==> src/rtl/mult_rr_scheduler_pkg.sv <==
// Shared types and constants for the round-robin multiplier scheduler.
package mult_rr_scheduler_pkg;

  localparam int DP_WIDTH_DEF = 5;
  localparam int N_REQ_DEF    = 4;
  localparam int WDOG_LO      = 4;
  localparam int WDOG_HI      = 256;
  localparam int WDOG_W       = $clog2(WDOG_HI);

  typedef enum logic [4:0] {
    IDLE    = 5'b00001,
    LAUNCH  = 5'b00010,
    WAIT_LO = 5'b00100,
    WAIT_HI = 5'b01000,
    RESP    = 5'b10000
  } sched_state_t;

  function automatic int unsigned wrap_inc(input int unsigned idx, input int unsigned n);
    return (idx + 1 >= n) ? 0 : idx + 1;
  endfunction

endpackage

==> src/rtl/mult_rr_scheduler_rr_pick.sv <==
// Combinational round-robin picker: first asserted request at or after ptr, wrapping.
module rr_pick
  import mult_rr_scheduler_pkg::*;
#(
  parameter int N_REQ = N_REQ_DEF,
  parameter int PW    = $clog2(N_REQ)
) (
  input  logic [N_REQ-1:0] req,
  input  logic [PW-1:0]    ptr,
  output logic             any,
  output logic [N_REQ-1:0] win_oh,
  output logic [PW-1:0]    win_idx
);

  logic [PW:0] cand;

  always_comb begin
    any     = 1'b0;
    win_oh  = '0;
    win_idx = '0;
    cand    = '0;
    for (int k = 0; k < N_REQ; k++) begin
      cand = {1'b0, ptr} + (PW+1)'(k);
      if (cand >= (PW+1)'(N_REQ)) cand = cand - (PW+1)'(N_REQ);
      if (!any && req[cand[PW-1:0]]) begin
        any                  = 1'b1;
        win_idx              = cand[PW-1:0];
        win_oh[cand[PW-1:0]] = 1'b1;
      end
    end
  end

endmodule

==> src/rtl/mult_rr_scheduler.sv <==
// Shares one start/rdy sequential multiplier among N_REQ requesters, round-robin.
//
// state   | meaning
// IDLE    | waiting for a request while the multiplier is ready; grants on entry to LAUNCH
// LAUNCH  | gnt pulse, operands held on mult_a/mult_b
// WAIT_LO | mult_start pulse, waiting for multiplier to drop rdy (watchdog WDOG_LO)
// WAIT_HI | multiplier running, waiting for rdy (watchdog WDOG_HI)
// RESP    | done pulse to the winner, pointer advances past it
module mult_rr_scheduler
  import mult_rr_scheduler_pkg::*;
#(
  parameter int N_REQ    = N_REQ_DEF,
  parameter int DP_WIDTH = DP_WIDTH_DEF
) (
  input  logic                      clk,
  input  logic                      rst,
  input  logic [N_REQ-1:0]          req,
  input  logic [N_REQ*DP_WIDTH-1:0] req_a,
  input  logic [N_REQ*DP_WIDTH-1:0] req_b,
  output logic [N_REQ-1:0]          gnt,
  output logic [N_REQ-1:0]          done,
  output logic [2*DP_WIDTH-1:0]     result,
  output logic                      busy,
  output logic                      mult_start,
  output logic [DP_WIDTH-1:0]       mult_a,
  output logic [DP_WIDTH-1:0]       mult_b,
  input  logic                      mult_rdy,
  input  logic [2*DP_WIDTH-1:0]     mult_prod
);

  localparam int PW = $clog2(N_REQ);

  sched_state_t       state;
  logic [PW-1:0]      ptr;
  logic [PW-1:0]      w_idx;
  logic [N_REQ-1:0]   w_oh;
  logic [WDOG_W-1:0]  wdog;
  logic               err;

  logic               pick_any;
  logic [N_REQ-1:0]   pick_oh;
  logic [PW-1:0]      pick_idx;

  rr_pick #(
    .N_REQ (N_REQ),
    .PW    (PW)
  ) u_pick (
    .req     (req),
    .ptr     (ptr),
    .any     (pick_any),
    .win_oh  (pick_oh),
    .win_idx (pick_idx)
  );

  always_ff @(posedge clk) begin
    if (rst) begin
      state      <= IDLE;
      ptr        <= '0;
      w_idx      <= '0;
      w_oh       <= '0;
      wdog       <= '0;
      err        <= 1'b0;
      gnt        <= '0;
      done       <= '0;
      result     <= '0;
      busy       <= 1'b0;
      mult_start <= 1'b0;
      mult_a     <= '0;
      mult_b     <= '0;
    end else begin
      gnt        <= '0;
      done       <= '0;
      mult_start <= 1'b0;
      case (state)
        IDLE: begin
          if (pick_any && mult_rdy) begin
            gnt    <= pick_oh;
            w_oh   <= pick_oh;
            w_idx  <= pick_idx;
            mult_a <= req_a[32'(pick_idx)*DP_WIDTH +: DP_WIDTH];
            mult_b <= req_b[32'(pick_idx)*DP_WIDTH +: DP_WIDTH];
            busy   <= 1'b1;
            state  <= LAUNCH;
          end
        end
        LAUNCH: begin
          mult_start <= 1'b1;
          wdog       <= WDOG_W'(WDOG_LO - 1);
          state      <= WAIT_LO;
        end
        WAIT_LO: begin
          // rdy is still high during the start cycle itself; that cycle counts toward the limit
          if (!mult_rdy) begin
            wdog  <= WDOG_W'(WDOG_HI - 1);
            state <= WAIT_HI;
          end else if (wdog == '0) begin
            err   <= 1'b1;
            busy  <= 1'b0;
            state <= IDLE;
          end else begin
            wdog <= wdog - 1'b1;
          end
        end
        WAIT_HI: begin
          if (mult_rdy) begin
            result <= mult_prod;
            done   <= w_oh;
            state  <= RESP;
          end else if (wdog == '0) begin
            err   <= 1'b1;
            busy  <= 1'b0;
            state <= IDLE;
          end else begin
            wdog <= wdog - 1'b1;
          end
        end
        RESP: begin
          busy  <= 1'b0;
          ptr   <= PW'(wrap_inc(32'(w_idx), N_REQ));
          state <= IDLE;
        end
        default: begin
          busy  <= 1'b0;
          state <= IDLE;
        end
      endcase
    end
  end

endmodule
==> config.mk <==
export PLATFORM = sky130hd
export DESIGN_NAME = mult_rr_scheduler
export DESIGN_NICKNAME = d
export VERILOG_FILES = /design/src/rtl/mult_rr_scheduler_pkg.sv /design/src/rtl/mult_rr_scheduler_rr_pick.sv /design/src/rtl/mult_rr_scheduler.sv
export SDC_FILE = /design/constraint.sdc
export NUM_CORES = 1
export LEC_CHECK = 0
export ABC_CLOCK_PERIOD_IN_PS = 3650
export CORE_ASPECT_RATIO = 2
export CORE_UTILIZATION = 43
export DETAILED_ROUTE_END_ITERATION = 16
export PLACE_DENSITY = 0.8
export SLEW_MARGIN = 30
export SYNTH_ARGS = -nofsm -noshare
export SYNTH_HDL_FRONTEND = slang
export SYNTH_SLANG_ARGS = --single-unit
==> constraint.sdc <==
create_clock -name clk -period 3.65 [get_ports clk]
set_input_delay 0.5475 -clock clk [delete_from_list [all_inputs] [get_ports clk]]
set_output_delay 0.5475 -clock clk [all_outputs]
set_load 0.005 [all_outputs]
==> results of run 1 <==
-- worst max-delay path: cells and delay by family (launching register included) --
family	cells	cell delay (ns)
simple gates	2	0.88
fa+ha+maj	1	0.43
compound gates	4	0.94
buf+inv	1	0.18
flops	1	0.60
-- final cells by class --
cell class	count	area, sq um
Fill cell	552	2460
Multi-Input combinational cell	239	1630
Sequential cell	51	1020
Timing Repair Buffer	93	913
Clock buffer	6	139
Tap cell	86	108
Inverter	8	30.0
Clock inverter	1	5.00
-- logic make-up after synthesis --
logic type      Yosys count
simple gates            120
compound gates           76
flops                    51
mux                      31
buf+inv                  28
fa+ha+maj                11
xor+xnor                  1
-- per-layer routing --
layer / track usage / vias to the layer above
li1: - / 1315
met4: 0.106 / 0
met3: 0.0498 / 18
met5: 0 / -
met1: 0.208 / 1204
met2: 0.397 / 87
-- power by group through the flow --
stage / Sequential [mW] / Combinational (mW) / Clock [mW]
detailed placement: 0.607 / 0.221 / 0
finish: 0.595 / 0.222 / 0.457
global placement: 0.606 / 0.216 / 0
global route: 0.598 / 0.243 / 0.494
CTS: 0.595 / 0.223 / 0.471
floorplan: 0.604 / 0.121 / 0
-- path summary, 6_finish.rpt --
path,endpoint,slack [ns],depth (start not counted),from
worst max-delay path,mult_a[3]$_SDFFE_PP0P_,0.47,8,ptr[1]$_SDFFE_PP0N_
worst min-delay path,done[0]$_SDFF_PP0_,0.46,1,w_oh[0]$_SDFFE_PP0P_
worst max register to register,mult_a[3]$_SDFFE_PP0P_,0.47,8,ptr[1]$_SDFFE_PP0N_
worst min register to register,done[0]$_SDFF_PP0_,0.46,1,w_oh[0]$_SDFFE_PP0P_
-- per-stage QoR --
step	area [sq um]	instances	total power, mW	utilization	setup slack, ns
floorplan	2820	318	0.725	-	0.408
detailed placement	3700	477	0.828	0.587	0.471
global route	3850	484	1.34	0.610	0.234
CTS	3850	484	1.29	0.610	0.482
global placement	3700	477	0.823	0.587	0.552
finish	3850	484	1.27	0.610	0.470
-- flip-flops by register name (all words and copies together) (netlist names) --
signal,flops
busy,1
done,4
gnt,4
mult_a,5
mult_b,5
mult_start,1
ptr,2
result,10
state,5
w_idx,2
w_oh,4
wdog,8
-- layout by cell type (no fill, tap or decap), drive strengths merged, types with 5 or more instances in the layout --
cell type and count:
o211ai 5, a21o 5, a211oi 8, nand2 28
dfxtp 51, nor3 11, nor2 41, and2 6
a221oi 5, o21ai 6, ha 11, a21oi 20
buf 7, mux2i 27, o221ai 6, clkdlybuf4s50 86
nor2b 5, inv 7, o2111ai 5, clkbuf 6
==> metrics, run 1 <==
vias in the first global route=2,615; status=completed; crit path max fanout=13; CTS tree=built; Flop pwr share=0.467; met3 WL post-DR=290 um; initial antenna violation count=0; die height=116 um; post-synth top area cell=dfxtp_1; Area contributors post-synth=dfxtp_1 (36%), mux2i_1 (9.6%), nor2_1 (5.5%); post-CTS setup buffers=0; P&R area growth vs syn=36.7%; wire length on met1=2.47 mm; Synth Area in XOR/XNOR=0.00311; clock root cell=clkbuf_16; clock-pin slew of the registers on the worst-case setup and hold paths=0.06 ns; CP max stage delay=0.60 ns; Min-Delay Path Class=reg2reg; Pins Over Slew Limit=0; hold_buf cts=0; clock buffer depth=2; final setup fails=0; # DRC=0; CP arrival=3.33 ns; DR iter-0 viols=75; routed vias/inst=5.42; post-synthesis register bit count=51; MaxCap Viol Count=0; Pleak=1.55 nW; core area=6310 sq um; clk_skew=roughly 0.0081 ns; Clk pwr share=0.359; hold slack=0.459 ns; count leader, synth=dfxtp_1; setup TNS=0 ns; final worst path period share=0.871; wirelength, routed=around 6.7 mm; worst skew pair latency=0.29 ns; ant diodes=0; Critical Path Slowest Stage Cell=dfxtp_1; Slew @ Worst Pin=0.535 ns; Yosys top cell area share=0.363; Yosys cell types=52; final net count=about 470; Initial Util=0.446; top routing layer in use=met4; length of routed met2 wiring=3.76 mm; Mapped Avg Cell Area=8.85 sq um; CTS buffer count=5; Req. time, crit path=3.80 ns; Pre-antenna DRT Iters=4; post-synthesis compound-gate area fraction=0.193; area of the mapped netlist=2820 sq um; WL per Instance=13.9 um; post-route ant nets=0; I/O pin cnt=87; I/O Buffers=86; Global Route Usage Sum=0.212; first-pass GRT wire length=11.2 mm; Fin. Hold Viols=0; Core Rows=41; Final HPWL DP=5.24 mm; RSZ-0062 raised after global routing=false; Pwr per Cell Area=approximately 330 nW/um^2; CTS sink cnt=51; Switching Share=0.235; top cells by count, synth=dfxtp_1 (51), nor2_1 (41), nand2_1 (28), mux2i_1 (27), a21oi_1 (20); H-tree depth=2; Worst Setup Start Kind=flop; Synth Instances=318; GPL Wtd Cong=0.874; Syn Nets=a little under 400; NetSw=0.300 mW; Period minus WS final=between 3 and 4 ns; number of synthesized flops with an enable pin=0; most common flop cell mapped by yosys=dfxtp_1; Post-Synth Simple-Gate Area=0.211; Slew headroom=0.641; crit path cell chain=inv_1, ha_1, or3b_2, a211o_1, a21oi_1, o22a_1, nand2b_1, o221ai_1; largest net degree at the start of global routing=33; Die ar.=6890 sq um; internal power=0.974 mW; Comb power frac=0.174; critical path endpoint category=flop; post-synthesis adder-cell area fraction=0.0489; fmax=about 310 MHz; main combinational cell family by area after synthesis=simple AND/OR/NAND/NOR gates; maximum vdd drop=325 uV; YS warnings=0; GRT overflow=0; Seq/Total Area, Yosys=0.363; multiplexer share of the synthesized area=0.124; vias=2,624; Resize count post-CTS=0; critical path class=reg2reg; share of cells above drive strength 1=0.0628; async set-reset flop share out of synthesis=0; DIE WIDTH=a little under 60 um
No activity file was read; power rests on OpenSTA's default activity.
==> inputs of run 2 (changes only) <==
--- a/config.mk
+++ b/config.mk
@@ -5,11 +5,10 @@
 export SDC_FILE = /design/constraint.sdc
 export NUM_CORES = 1
 export LEC_CHECK = 0
-export ABC_CLOCK_PERIOD_IN_PS = 3650
 export CORE_ASPECT_RATIO = 2
-export CORE_UTILIZATION = 43
+export CORE_UTILIZATION = 25
 export DETAILED_ROUTE_END_ITERATION = 16
-export PLACE_DENSITY = 0.8
+export PLACE_DENSITY = 0.53
 export SLEW_MARGIN = 30
 export SYNTH_ARGS = -nofsm -noshare
 export SYNTH_HDL_FRONTEND = slang
==> constraint.sdc (replaced) <==
create_clock -name clk -period 3.65 [get_ports clk]
set_input_delay 0.5475 -clock clk [delete_from_list [all_inputs] [get_ports clk]]
set_output_delay 0.5475 -clock clk [all_outputs]
set_load 0.05 [all_outputs]
==> metrics, run 2 (synthesized netlist as in run 1, its figures left out) <==
status=completed (unchanged); CTS sink cnt=51 (unchanged); Pwr per Cell Area=348 nW/um^2 (was 331 nW/um^2); clock buffer depth=2 (unchanged); Slew headroom=0.611 (was 0.641); Placed Cells=532 (was 477); Top delay family on crit path=simple AND/OR/NAND/NOR gates (was compound AO/OA/AOI/OAI gates); ant diodes=0 (unchanged); Period minus WS final=2.84 ns (was 3.18 ns); Biggest register=result (unchanged); GPL Wtd Cong=0.806 (was 0.874); Resize count post-CTS=0 (unchanged); Global Route Usage Sum=0.135 (was 0.212); P&R area growth vs syn=39.9% (was 36.7%); Die ar.=11,700 sq um (was 6890 sq um); DR iter-0 viols=93 (was 75); share of cells above drive strength 1=0.0675 (was 0.0628); clock-pin slew of the registers on the worst-case setup and hold paths=0.07 ns (was 0.06 ns); CTS buffer count=5 (unchanged); CP startpoint=req[3] (was ptr[1]$_SDFFE_PP0N_); initial antenna violation count=0 (unchanged); first-pass GRT wire length=12.5 mm (was 11.2 mm); critical path class=in2reg (was reg2reg); final net count=467 (was 466); Crit path depth=6 (was 8); Worst Setup Start Kind=input port (was flop); hold_buf cts=0 (unchanged); wirelength, routed=7.58 mm (was 6.72 mm); final setup fails=0 (unchanged); Core Rows=54 (was 41); Slew @ Worst Pin=0.580 ns (was 0.535 ns); setup TNS=0 ns (unchanged); final cell count without fillers=540 (was 484); # DRC=0 (unchanged); DIE WIDTH=77.0 um (was 59.2 um); crit path max fanout=16 (was 13); most frequent cells in the layout=clkdlybuf4s50_1 (86), dfxtp_1 (51), nor2_1 (41) (unchanged); Finished Cell Area=3940 sq um (was 3850 sq um); CP arrival=3.00 ns (was 3.33 ns); Pre-antenna DRT Iters=5 (was 4); routed vias/inst=4.88 (was 5.42); Fin. Hold Viols=0 (unchanged); Req. time, crit path=3.81 ns (was 3.80 ns); final worst path period share=0.778 (was 0.871); vias in the first global route=2,663 (was 2,615); vias=2,636 (was 2,624); Critical Path Slowest Stage Cell=mux4_2 (was dfxtp_1); Pleak=1.55 nW (about the same); max FFs per register=10 (unchanged); Initial Util=0.257 (was 0.446); maximum vdd drop=197 uV (was 325 uV); Pins Over Slew Limit=0 (unchanged); worst skew pair latency=0.30 ns (was 0.29 ns); post-CTS setup buffers=0 (unchanged); post-route ant nets=0 (unchanged); Post-DP Area=3780 sq um (was 3700 sq um); fmax=352 MHz (was 314 MHz); Final HPWL DP=5.96 mm (was 5.24 mm); MaxCap Viol Count=0 (unchanged); core area=10,900 sq um (was 6310 sq um); crit path cell chain=clkdlybuf4s50_1, mux4_2, or4_4, and2_4, mux2i_1, o221ai_1 (was inv_1, ha_1, or3b_2, a211o_1, a21oi_1, o22a_1, nand2b_1, o221ai_1); Min-Delay Path Class=reg2reg (unchanged); clock root cell=clkbuf_16 (unchanged); RSZ-0062 raised after global routing=false (unchanged); GRT overflow=0 (unchanged); die height=152 um (was 116 um); Overall Power=1.37 mW (was 1.27 mW); CP max stage delay=0.65 ns (was 0.60 ns); FF-to-FF setup slack=0.83 ns (was 0.47 ns); clk_skew=0.00956 ns (was 0.00815 ns); largest net degree at the start of global routing=33 (unchanged); hold_sp=w_oh[0]$_SDFFE_PP0P_ (unchanged); critical path endpoint category=flop (unchanged); WL per Instance=14.0 um (was 13.9 um); I/O Buffers=86 (unchanged); CP Capture Point=mult_b[1]$_SDFFE_PP0P_ (was mult_a[3]$_SDFFE_PP0P_); worst r2r src=ptr[0]$_SDFFE_PP0N_ (was ptr[1]$_SDFFE_PP0N_); filler cell count=1,188 (was 552); hold path cells=1 (unchanged); I/O pin cnt=87 (unchanged); Worst Path Buf+Inv=1 (unchanged); largest registers=result (10), wdog (8) (unchanged); CTS tree=built (unchanged); H-tree depth=2 (unchanged); worst reg2reg path depth=8 (unchanged); commonest non-fill, non-tap cell in the layout=clkdlybuf4s50_1 (unchanged); worst r2r dst=mult_b[1]$_SDFFE_PP0P_ (was mult_a[3]$_SDFFE_PP0P_)
run 2: cell count changes in the layout (fill, tap and decap cells not counted), sizes merged:
cell      delta
buf          +1
clkbuf       +1
clkinv       -1
clkinvlp     +1
run 2: area by class of cell:
class,instances,area (sq um),area share
clock inverter,1,7.51,0.00191
tap,140,175,0.0445
sequential,51,1020,0.259
multi-input combinational,239,1630,0.414
clock buffer,7,153,0.0388
timing repair buffer,94,921,0.234
inverter,8,30.0,0.00762
run 2: power breakdown:
part           switching (mW)  internal, mW
Combinational           0.141         0.127
Clock                   0.214         0.292
Sequential             0.0159         0.579
Total                   0.371         0.998
run 2: stage by stage:
stage / hold slack [ns] / util / worst slack, ns
6_report: 0.459 / 0.360 / 0.810
2_1_floorplan: 0.431 / - / 0.408
4_1_cts: 0.460 / 0.360 / 0.783
3_3_place_gp: 0.446 / 0.345 / 0.552
5_1_grt: 0.492 / 0.360 / 0.628
3_5_place_dp: 0.446 / 0.345 / 0.485
run 2: worst register-to-register path, delay by kind of cell, from the launching register on:
kind | cells | cell delay [ns]
AOI/OAI and AO/OA | 1 | 0.13
and+or+nand+nor | 3 | 0.73
buffers and inverters | 1 | 0.11
muxes | 2 | 0.91
adders and majority gates | 1 | 0.49
DFF | 1 | 0.33
run 2: worst min path at each step:
stage,to,slack (ns)
5_1_grt,done[1]$_SDFF_PP0_,0.49
6_report,done[0]$_SDFF_PP0_,0.46
3_3_place_gp,done[0]$_SDFF_PP0_,0.45
4_1_cts,done[0]$_SDFF_PP0_,0.46
2_1_floorplan,done[0]$_SDFF_PP0_,0.43
3_5_place_dp,done[0]$_SDFF_PP0_,0.45
run 2: layer usage:
layer / part of all wire / up-vias / GRT usage
li1: - / 1306 / -
met1: 0.36 / 1238 / 0.126
met2: 0.57 / 78 / 0.264
met3: 0.040 / 14 / 0.0216
met4: 0.029 / 0 / 0.0800
met5: 0 / - / 0
==> inputs of run 3 (changes only) <==
--- a/config.mk
+++ b/config.mk
@@ -8,7 +8,7 @@
 export CORE_ASPECT_RATIO = 2
 export CORE_UTILIZATION = 25
 export DETAILED_ROUTE_END_ITERATION = 16
-export PLACE_DENSITY = 0.53
+export PLACE_DENSITY = 0.55
 export SLEW_MARGIN = 30
 export SYNTH_ARGS = -nofsm -noshare
 export SYNTH_HDL_FRONTEND = slang
==> constraint.sdc (replaced) <==
create_clock -name clk -period 2.34 [get_ports clk]
set_input_delay 0.351 -clock clk [delete_from_list [all_inputs] [get_ports clk]]
set_output_delay 0.351 -clock clk [all_outputs]
set_load 0.05 [all_outputs]
==> metrics, run 3 (synthesized netlist as in run 1, its figures left out) <==
status=complete, but fails checks (was completed); Fin. Hold Viols=0 (unchanged); clock root cell=clkbuf_16 (unchanged); Finished Cell Area=4300 sq um (was 3940 sq um); NetSw=0.618 mW (was 0.371 mW); max FFs per register=10 (unchanged); ant diodes=0 (unchanged); final worst path period share=1.00; CTS sink cnt=51 (unchanged); routed vias/inst=4.89 (was 4.88); Pre-antenna DRT Iters=4 (was 5); DR iter-0 viols=129 (was 93); clk_skew=0.00722 ns (was 0.00956 ns); Switching Share=0.279 (was 0.271); most frequent cells in the layout=clkdlybuf4s50_1 (82), dfxtp_1 (49), nor2_1 (41) (was clkdlybuf4s50_1 (86), dfxtp_1 (51), nor2_1 (41)); hold slack=0.459 ns (about the same); RSZ-0062 raised after global routing=true (was false); Pwr per Cell Area=515 nW/um^2 (was 348 nW/um^2); WL per Instance=14.9 um (was 14.0 um); final net count=500 (was 467); vias=2,800 (was 2,636); post-route ant nets=0 (unchanged); critical path class=reg2reg (was in2reg); # DRC=0 (unchanged); worst reg2reg path depth=8 (unchanged); I/O Buffers=86 (unchanged); vias in the first global route=2,838 (was 2,663); I/O pin cnt=87 (unchanged); Pins Over Slew Limit=0 (unchanged); Slew @ Worst Pin=0.534 ns (was 0.580 ns); CTS buffer count=5 (unchanged); FF-to-FF setup slack=-0.0003 ns (was 0.83 ns); clock buffer depth=2 (unchanged); CP arrival=2.52 ns (was 3.00 ns); DIE WIDTH=77.0 um (unchanged); fmax=427 MHz; filler cell count=1,144 (was 1,188); Pleak=1.75 nW (was 1.55 nW); Multi-input gate area=1730 sq um (was 1630 sq um); Initial Util=0.257 (unchanged); worst skew pair latency=0.30 ns (about the same); worst r2r src=ptr[0]$_SDFFE_PP0N_ (unchanged); CP startpoint=ptr[0]$_SDFFE_PP0N_ (was req[3]); worst r2r dst=mult_a[2]$_SDFFE_PP0P_ (was mult_b[1]$_SDFFE_PP0P_); initial antenna violation count=0 (unchanged); Biggest register=result (unchanged); Die ar.=11,700 sq um (unchanged); CP Capture Point=mult_a[2]$_SDFFE_PP0P_ (was mult_b[1]$_SDFFE_PP0P_); clock-pin slew of the registers on the worst-case setup and hold paths=0.07 ns (about the same); Slew headroom=0.642 (was 0.611); core area=10,900 sq um (unchanged); largest net degree at the start of global routing=21 (was 33); Core Rows=54 (unchanged); final core occ=0.393 (was 0.360); Global Route Usage Sum=0.148 (was 0.135); share of cells above drive strength 1=0.185 (was 0.0675); FF/Latch Area=1030 sq um (was 1020 sq um); Comb power frac=0.213 (was 0.196); critical path endpoint category=flop (unchanged); Min-Delay Path Class=reg2reg (unchanged); wirelength, routed=8.53 mm (was 7.58 mm); largest registers=result (10), wdog (8) (unchanged); final setup fails=1 (was 0); hold_buf cts=0 (unchanged); Flop pwr share=0.418 (was 0.435); Period minus WS final=2.34 ns; GRT overflow=0 (unchanged); failing checks=negative setup slack; first-pass GRT wire length=13.6 mm (was 12.5 mm); crit path max fanout=8 (was 16); maximum vdd drop=622 uV (was 197 uV); Req. time, crit path=2.52 ns (was 3.81 ns); PnR worst setup slack=-0.000285 ns (was 0.810 ns); Clk pwr share=0.370 (was 0.369); GPL Wtd Cong=0.823 (was 0.806); hold path cells=1 (unchanged); Post-DP Area=4020 sq um (was 3780 sq um); CTS tree=built (unchanged); H-tree depth=2 (unchanged); internal power=1.60 mW (was 0.998 mW); Worst Setup Start Kind=flop (was input port); commonest non-fill, non-tap cell in the layout=clkdlybuf4s50_1 (unchanged); Final HPWL DP=6.51 mm (was 5.96 mm); P&R area growth vs syn=52.7% (was 39.9%); die height=152 um (unchanged); MaxCap Viol Count=0 (unchanged)
run 3: through the flow:
step           instances  total power, mW  setup WS (ns)    TNS, ns
4_1_cts              571             2.24       -0.00380   -0.00380
2_1_floorplan        318             1.20         -0.380      -3.82
6_report             573             2.21      -0.000285  -0.000285
5_1_grt              573             2.31        -0.0638     -0.393
3_3_place_gp         559             1.40         -0.416      -6.27
3_5_place_dp         559             1.40         -0.467      -7.05
run 3: layer usage:
layer / global-route usage / vias up / share of wire
met1: 0.131 / 1323 / 0.33
met2: 0.310 / 77 / 0.60
met5: 0 / - / 0
met3: 0.0186 / 20 / 0.027
li1: - / 1380 / -
met4: 0.0728 / 0 / 0.036
run 3: how the worst min path moves through the flow:
stage                    startpoint            endpoint  slack (ns)
6_report       w_oh[0]$_SDFFE_PP0P_  done[0]$_SDFF_PP0_        0.46
5_1_grt        w_oh[0]$_SDFFE_PP0P_  done[0]$_SDFF_PP0_        0.48
4_1_cts        w_oh[0]$_SDFFE_PP0P_  done[0]$_SDFF_PP0_        0.46
3_5_place_dp   w_oh[0]$_SDFFE_PP0P_  done[0]$_SDFF_PP0_        0.44
2_1_floorplan  w_oh[0]$_SDFFE_PP0P_  done[0]$_SDFF_PP0_        0.43
3_3_place_gp   w_oh[0]$_SDFFE_PP0P_  done[0]$_SDFF_PP0_        0.45
run 3: cell type report:
| type | count | area share |
|---|---|---|
| sequential | 51 | 0.239 |
| clock inverter | 2 | 0.00378 |
| inverter | 8 | 0.00815 |
| tap | 140 | 0.0407 |
| timing repair buffer | 126 | 0.272 |
| multi-input combinational | 240 | 0.401 |
| clock buffer | 6 | 0.0349 |
run 3: power by group through the flow:
stage	registers [mW]	clock network, mW	logic, mW
floorplan	1.01	0	0.190
global placement	0.944	0	0.452
detailed placement	0.945	0	0.456
CTS	0.925	0.845	0.469
global route	0.929	0.875	0.503
finish	0.925	0.819	0.471
run 3: critical path: stages, from the launching register on:
cell,delay [ns]
dfxtp_4,0.39
inv_6,0.04
ha_4,0.28
mux4_2,0.56
nor2b_4,0.19
or4_4,0.16
and2_4,0.23
mux2i_2,0.26
o211ai_1,0.10
run 3: what timing repair did:
action	CTS	global route
buffers inserted	3	3
pin swaps	0	5
cloned	1	0
setup endpoints to repair	14	16
resized for setup	9	14
